**src/rtl/dh_pkg.sv**
```systemverilog
// rtl/dh_pkg.sv - shared width, FSM encoding and latency helper for the Diffie-Hellman datapath
// Used by mod_exp_engine (optional feature macro: MODEXP_CONST_TIME_EN).
package dh_pkg;

  localparam int DH_WIDTH  = 32;
  localparam int MM_CYCLES = DH_WIDTH + 2;

  typedef enum logic [2:0] {
    MX_IDLE   = 3'd0,
    MX_LOAD   = 3'd1,
    MX_REDUCE = 3'd2,
    MX_SQUARE = 3'd3,
    MX_MULT   = 3'd4,
    MX_NEXT   = 3'd5,
    MX_FINISH = 3'd6
  } modexp_state_t;

  // Cycles from the accepting edge to DONE; trivial covers MOD of 0 or 1.
  function automatic int modexp_latency(input int width, input int mults, input bit trivial);
    if (trivial) begin
      return 2;
    end
    return 2 + (width + 2) * (1 + width + mults);
  endfunction

endpackage

```
**src/rtl/mod_mul_serial.sv**
```systemverilog
// rtl/mod_mul_serial.sv - bit-serial interleaved modular multiplier, p = a*b mod m
// One launch edge, WIDTH iteration edges, then done pulses for one cycle; requires a < m.
module mod_mul_serial
  import dh_pkg::*;
#(
  parameter int WIDTH = DH_WIDTH
) (
  input  logic             CLK,
  input  logic             RST,
  input  logic             start,
  input  logic [WIDTH-1:0] a,
  input  logic [WIDTH-1:0] b,
  input  logic [WIDTH-1:0] m,
  output logic             done,
  output logic [WIDTH-1:0] p
);

  localparam int CW = (WIDTH > 1) ? $clog2(WIDTH) : 1;

  logic [WIDTH:0]   r_r;
  logic [WIDTH-1:0] r_a;
  logic [WIDTH-1:0] r_b;
  logic [WIDTH-1:0] r_m;
  logic [CW-1:0]    r_cnt;
  logic             r_busy;
  logic             r_done;

  logic [WIDTH:0]   w_m_ext;
  logic [WIDTH:0]   w_dbl;
  logic [WIDTH:0]   w_red1;
  logic [WIDTH:0]   w_add;
  logic [WIDTH:0]   w_red2;

  // One extra bit keeps 2R and R+a exact for any modulus up to 2^WIDTH-1.
  always_comb begin
    w_m_ext = {1'b0, r_m};
    w_dbl   = r_r << 1;
    w_red1  = (w_dbl >= w_m_ext) ? (w_dbl - w_m_ext) : w_dbl;
    w_add   = r_b[WIDTH-1] ? (w_red1 + {1'b0, r_a}) : w_red1;
    w_red2  = (w_add >= w_m_ext) ? (w_add - w_m_ext) : w_add;
  end

  always_ff @(posedge CLK) begin
    if (RST) begin
      r_r    <= '0;
      r_a    <= '0;
      r_b    <= '0;
      r_m    <= '0;
      r_cnt  <= '0;
      r_busy <= 1'b0;
      r_done <= 1'b0;
    end else begin
      r_done <= 1'b0;
      if (start && !r_busy) begin
        r_r    <= '0;
        r_a    <= a;
        r_b    <= b;
        r_m    <= m;
        r_cnt  <= CW'(WIDTH - 1);
        r_busy <= 1'b1;
      end else if (r_busy) begin
        r_r <= w_red2;
        r_b <= r_b << 1;
        if (r_cnt == '0) begin
          r_busy <= 1'b0;
          r_done <= 1'b1;
        end else begin
          r_cnt <= r_cnt - CW'(1);
        end
      end
    end
  end

  assign done = r_done;
  assign p    = r_r[WIDTH-1:0];

endmodule

```
**src/rtl/mod_exp_engine.sv**
```systemverilog
// rtl/mod_exp_engine.sv - left-to-right square-and-multiply RESULT = BASE^EXP mod MOD
// Define MODEXP_CONST_TIME_EN to run a MULT on every exponent bit (data-independent latency).
module mod_exp_engine
  import dh_pkg::*;
#(
  parameter int WIDTH = DH_WIDTH
) (
  input  logic             CLK,
  input  logic             RST,
  input  logic             START,
  input  logic [WIDTH-1:0] BASE,
  input  logic [WIDTH-1:0] EXP,
  input  logic [WIDTH-1:0] MOD,
  output logic             READY,
  output logic             BUSY,
  output logic             DONE,
  output logic             ERR,
  output logic [WIDTH-1:0] RESULT
);

  localparam int IW = (WIDTH > 1) ? $clog2(WIDTH) : 1;

  localparam logic [2:0] S_IDLE   = MX_IDLE;
  localparam logic [2:0] S_LOAD   = MX_LOAD;
  localparam logic [2:0] S_REDUCE = MX_REDUCE;
  localparam logic [2:0] S_SQUARE = MX_SQUARE;
  localparam logic [2:0] S_MULT   = MX_MULT;
  localparam logic [2:0] S_FINISH = MX_FINISH;

  logic [2:0]       r_state;
  logic             r_launched;
  logic [WIDTH-1:0] r_base;
  logic [WIDTH-1:0] r_exp;
  logic [WIDTH-1:0] r_mod;
  logic [WIDTH-1:0] r_acc;
  logic [WIDTH-1:0] r_b;
  logic [WIDTH-1:0] r_result;
  logic [IW-1:0]    r_idx;
  logic             r_err;
  logic             r_done;

  logic             w_ready;
  logic             w_op_state;
  logic             w_mm_start;
  logic             w_mm_done;
  logic             w_bit;
  logic             w_last_bit;
  logic             w_do_mult;
  logic [WIDTH-1:0] w_mm_a;
  logic [WIDTH-1:0] w_mm_b;
  logic [WIDTH-1:0] w_mm_p;

  // DONE cycle still reads as busy so READY reappears one cycle later.
  assign w_ready    = (r_state == S_IDLE) && !r_done;
  assign w_op_state = (r_state == S_REDUCE) || (r_state == S_SQUARE) || (r_state == S_MULT);
  assign w_mm_start = w_op_state && !r_launched;
  assign w_bit      = r_exp[r_idx];
  assign w_last_bit = (r_idx == '0);

`ifdef MODEXP_CONST_TIME_EN
  assign w_do_mult = 1'b1;
`else
  assign w_do_mult = w_bit;
`endif

  always_comb begin
    w_mm_a = r_acc;
    w_mm_b = r_acc;
    case (r_state)
      S_REDUCE: begin
        w_mm_a = WIDTH'(1);
        w_mm_b = r_base;
      end
      S_MULT: begin
        w_mm_b = r_b;
      end
      default: begin
      end
    endcase
  end

  mod_mul_serial #(
    .WIDTH(WIDTH)
  ) u_mod_mul (
    .CLK  (CLK),
    .RST  (RST),
    .start(w_mm_start),
    .a    (w_mm_a),
    .b    (w_mm_b),
    .m    (r_mod),
    .done (w_mm_done),
    .p    (w_mm_p)
  );

  always_ff @(posedge CLK) begin
    if (RST) begin
      r_state    <= S_IDLE;
      r_launched <= 1'b0;
      r_base     <= '0;
      r_exp      <= '0;
      r_mod      <= '0;
      r_acc      <= '0;
      r_b        <= '0;
      r_result   <= '0;
      r_idx      <= '0;
      r_err      <= 1'b0;
      r_done     <= 1'b0;
    end else begin
      r_done <= 1'b0;
      case (r_state)
        S_IDLE: begin
          if (START && w_ready) begin
            r_base  <= BASE;
            r_exp   <= EXP;
            r_mod   <= MOD;
            r_err   <= 1'b0;
            r_state <= S_LOAD;
          end
        end
        S_LOAD: begin
          if (r_mod == '0) begin
            r_err   <= 1'b1;
            r_acc   <= '0;
            r_state <= S_FINISH;
          end else if (r_mod == WIDTH'(1)) begin
            r_acc   <= '0;
            r_state <= S_FINISH;
          end else begin
            r_acc   <= WIDTH'(1);
            r_idx   <= IW'(WIDTH - 1);
            r_state <= S_REDUCE;
          end
        end
        S_REDUCE: begin
          if (!r_launched) begin
            r_launched <= 1'b1;
          end else if (w_mm_done) begin
            r_b        <= w_mm_p;
            r_launched <= 1'b0;
            r_state    <= S_SQUARE;
          end
        end
        // The bit-step decision is folded into the capture edge of each op.
        S_SQUARE: begin
          if (!r_launched) begin
            r_launched <= 1'b1;
          end else if (w_mm_done) begin
            r_acc      <= w_mm_p;
            r_launched <= 1'b0;
            if (w_do_mult) begin
              r_state <= S_MULT;
            end else if (w_last_bit) begin
              r_state <= S_FINISH;
            end else begin
              r_idx   <= r_idx - IW'(1);
              r_state <= S_SQUARE;
            end
          end
        end
        S_MULT: begin
          if (!r_launched) begin
            r_launched <= 1'b1;
          end else if (w_mm_done) begin
            r_acc      <= w_bit ? w_mm_p : r_acc;
            r_launched <= 1'b0;
            if (w_last_bit) begin
              r_state <= S_FINISH;
            end else begin
              r_idx   <= r_idx - IW'(1);
              r_state <= S_SQUARE;
            end
          end
        end
        S_FINISH: begin
          r_result <= r_acc;
          r_done   <= 1'b1;
          r_state  <= S_IDLE;
        end
        default: begin
          r_state <= S_IDLE;
        end
      endcase
    end
  end

  assign READY  = w_ready;
  assign BUSY   = ~w_ready;
  assign DONE   = r_done;
  assign ERR    = r_err;
  assign RESULT = r_result;

endmodule

```
**config.mk**
```make
export PLATFORM = sky130hd
export DESIGN_NAME = mod_exp_engine
export DESIGN_NICKNAME = d
export VERILOG_FILES = /design/src/rtl/dh_pkg.sv /design/src/rtl/mod_mul_serial.sv /design/src/rtl/mod_exp_engine.sv
export SDC_FILE = /design/constraint.sdc
export NUM_CORES = 1
export LEC_CHECK = 0
export CORE_ASPECT_RATIO = 1.4
export CORE_MARGIN = 2
export CORE_UTILIZATION = 46
export CTS_CLUSTER_SIZE = 12
export DETAILED_ROUTE_END_ITERATION = 10
export HOLD_SLACK_MARGIN = 0.05
export PLACE_DENSITY_LB_ADDON = 0.08
export SLEW_MARGIN = 25
export SYNTH_ARGS = -nofsm -noshare
export SYNTH_HDL_FRONTEND = slang
export SYNTH_SLANG_ARGS = --single-unit
```
**constraint.sdc**
```tcl
create_clock -name CLK -period 7.5 [get_ports CLK]
set_input_delay 1.125 -clock CLK [delete_from_list [all_inputs] [get_ports CLK]]
set_output_delay 1.125 -clock CLK [all_outputs]
set_load 0.005 [all_outputs]
```
==> impl_metrics.ini <==
[outcome]
status = finished, final reports clean

[grt]
first_global_vias = 18399
grt_start_max_net_pins = 98
track_usage_pct = 31.01
grt-ovfl-total = 0
grt_antenna_before_repair = 0
grt_pass1_wl_um = 104600

[sta]
period_share_pct = 96.96
max_freq_ghz = 0.1375
finalSetupViolCount = 0
relSlewSlack_pct = 31.92
tightest_slew_ns = 1.017
slew_violations = 0
finalClockSkew_ns = 0.01152
min_period_ns = 7.272
hold_viol_final = 0

[routing]
first_pass_iters = 5
drt_iter0_markers = 1443
via_count = 19115
drc = 0
ant_nets = 0
wire_per_inst_um = 20.86
vias_per_cell = 5.903
drt-total-wl_um = 67530

[critical_path]
worstPathMaxFanout = 7
cp_slowest_stage_delay_ns = 0.49
r2r_start = u_mod_mul.r_m[0]
critPathArrivalTime_ns = 7.73
path_class = register to register
rrSetupSlack_ns = 0.23
crit_top_cell = a21oi_1
worstRegToRegCells = 28
worstPathRequired_ns = 7.96
r2r-end = u_mod_mul.r_r[16]
crit_family = compound AO/OA/AOI/OAI gates
startpoint_type = register
slowest_stage = fa_1
crit_path_end_kind = register
worstPathBufferInverterCount = 1

[synthesis]
ys_warn_count = 0
synth_edf_count = 0
synth_ff_type = dfxtp_1
synth_cells = 2500
synth-async-reset-ratio_pct = 0
yosys.area.top_type = dfxtp_1
synth_area_per_cell_sq_um = 7.627
ys_seq_area_share_pct = 35.49
syn_nets = 2701
syn_area_sq_um = 19070
netlist.area_leader.share_pct = 35.49
ys_top_cells_by_area = dfxtp_1 (35%), nand2_1 (11%), a21oi_1 (9.7%)
ys_ff_latch = 338
synth_cell_type_count = 75

[finish]
fin_util_pct = 56.35
syn2layout_area_growth_pct = 21.38
insertedDiodeCount = 0
stdcell_area_sq_um = 23140
finalNetCount = 2882
multi_input_area_sq_um = 11670
fillerInstances = 3936
seq_area_sq_um = 6771
drive_above_1_share_pct = 12.49

[clocking]
clk_pin_slew_ns = 0.06
htree_num_levels = 2
numCtsBuffers = 37
cts_hold_buf = 0
clock_tree.root_cell = clkbuf_16
cts_tree = yes
cts_sinks = 338
clk_latency_ns = 0.53
cts_buffer_depth = 3

[hold_path]
worstHoldPathType = register to register
hold_path_end = r_exp[26]
whs_path_depth = 2
hp-start = r_exp[26]

[die]
die_x_um = 176.1
fp.dieH_um = 244.9
rows = 88
initial_core_util_pct = 46.43
coreArea_sq_um = 41070
ios = 135
die_area_sq_um = 43120

[job]
drv_cap = 0

[placed_design]
gp_congestion = 1.027
dpl_cell_area_sq_um = 21750
portBuffers = 134
dp_hpwl_um = 50850
==> stage by stage <==
stage | setup WS, ns | TNS (ns) | cells | hold WS (ns)
global route | -0.1435 | -2.119 | 3238 | 0.4660
floorplan | 0.7025 | 0 | 2500 | 0.4331
detailed placement | -0.3545 | -0.9849 | 3174 | 0.4449
CTS | 0.01431 | 0 | 3230 | 0.4529
finish | 0.2279 | 0 | 3238 | 0.4513
global placement | -0.2877 | -0.2877 | 3174 | 0.4412
==> synth_stat cells (all sizes together) (21+ instances only) <==
master / n
a21o: 42
mux2: 30
xor2: 28
inv: 76
nor2: 159
a22o: 30
nand2: 553
a22oi: 39
a21oi: 373
nor3: 26
dfxtp: 338
o21a: 21
a31oi: 23
a311oi: 38
o21ai: 85
nand3: 74
clkbuf: 140
ha: 99
xnor2: 51
==> worst min-delay path: cells and delay by family (launching register included) <==
family	cells	cell delay [ns]
AOI/OAI and AO/OA	1	0.05
and+or+nand+nor	1	0.05
DFF	1	0.30
==> cell usage in the layout (no fill, tap or decap), types with 12 or more instances in the layout <==
| cell | n |
|---|---|
| nand4_1 | 20 |
| a31oi_1 | 21 |
| xor2_1 | 28 |
| nor3_1 | 23 |
| nor4_1 | 13 |
| o21a_1 | 21 |
| nand3_1 | 72 |
| clkdlybuf4s50_1 | 133 |
| o21ai_0 | 71 |
| or3_1 | 12 |
| mux2i_1 | 17 |
| nor2_1 | 153 |
| a22o_1 | 30 |
| clkbuf_16 | 37 |
| a21oi_1 | 364 |
| dfxtp_1 | 336 |
| mux2_2 | 29 |
| buf_4 | 165 |
| ha_1 | 93 |
| xnor2_1 | 48 |
| a211oi_1 | 15 |
| inv_1 | 74 |
| a22oi_1 | 38 |
| nand2_1 | 551 |
| a311oi_1 | 37 |
| a21o_1 | 42 |
| nand2b_1 | 12 |
==> cell type report <==
type,count,share of cell area (%)
inverter,76,1.249
sequential,338,29.26
clock inverter,9,0.4541
multi-input combinational,1927,50.44
clock buffer,47,4.379
timing repair buffer,301,11.30
tap,540,2.919
==> registers in the layout (all words and copies together) (netlist names) <==
name              count
r_b                  32
r_launched            1
r_mod                32
ERR                   1
DONE                  1
u_mod_mul.r_cnt       5
u_mod_mul.r_r        32
r_state               3
u_mod_mul.r_busy      1
u_mod_mul.done        1
u_mod_mul.r_b        32
r_idx                 5
r_exp                32
u_mod_mul.r_a        32
r_base               32
RESULT               32
r_acc                32
u_mod_mul.r_m        32
==> layer usage <==
layer | track usage, % | wire length (um) | up-vias
li1 | - | - | 9203
met1 | 35.74 | 26610 | 9069
met2 | 52.50 | 31990 | 612
met3 | 5.173 | 3716 | 231
met4 | 20.90 | 5221 | 0
met5 | 0 | 0 | -
==> worst max path at each step <==
stage                           start                end  slack, ns  depth (start not counted)
floorplan           u_mod_mul.r_m[16]  u_mod_mul.r_r[18]       0.70                         34
global placement    u_mod_mul.r_m[16]  u_mod_mul.r_r[23]      -0.29                         31
detailed placement  u_mod_mul.r_m[16]  u_mod_mul.r_r[23]      -0.35                         31
CTS                  u_mod_mul.r_m[8]  u_mod_mul.r_r[28]       0.01                         33
global route        u_mod_mul.r_m[18]  u_mod_mul.r_r[11]      -0.14                         32
finish               u_mod_mul.r_m[0]  u_mod_mul.r_r[16]       0.23                         28
==> repair_timing <==
action                                  in CTS  in global routing
buffers inserted                             0                  7
endpoints found under the setup margin      25                 32
resized for setup                            4                 53
pin swaps                                    0                 12
cloned                                       0                  1
==> cell families (layout without fill, tap and decap cells) <==
kind of cell,Yosys count,in the layout,share of synthesized area (%)
AO/OA/AOI/OAI,766,766,24.96
XOR/XNOR,79,79,3.629
adder cells (fa/ha/maj),102,102,6.811
buffers and inverters,236,433,4.797
flip-flops,338,338,35.49
multiplexers,57,57,3.865
AND/OR/NAND/NOR,922,923,20.45
Power is not shown: default switching activity piles up to over one toggle a cycle in this logic, so the estimate is an artifact.
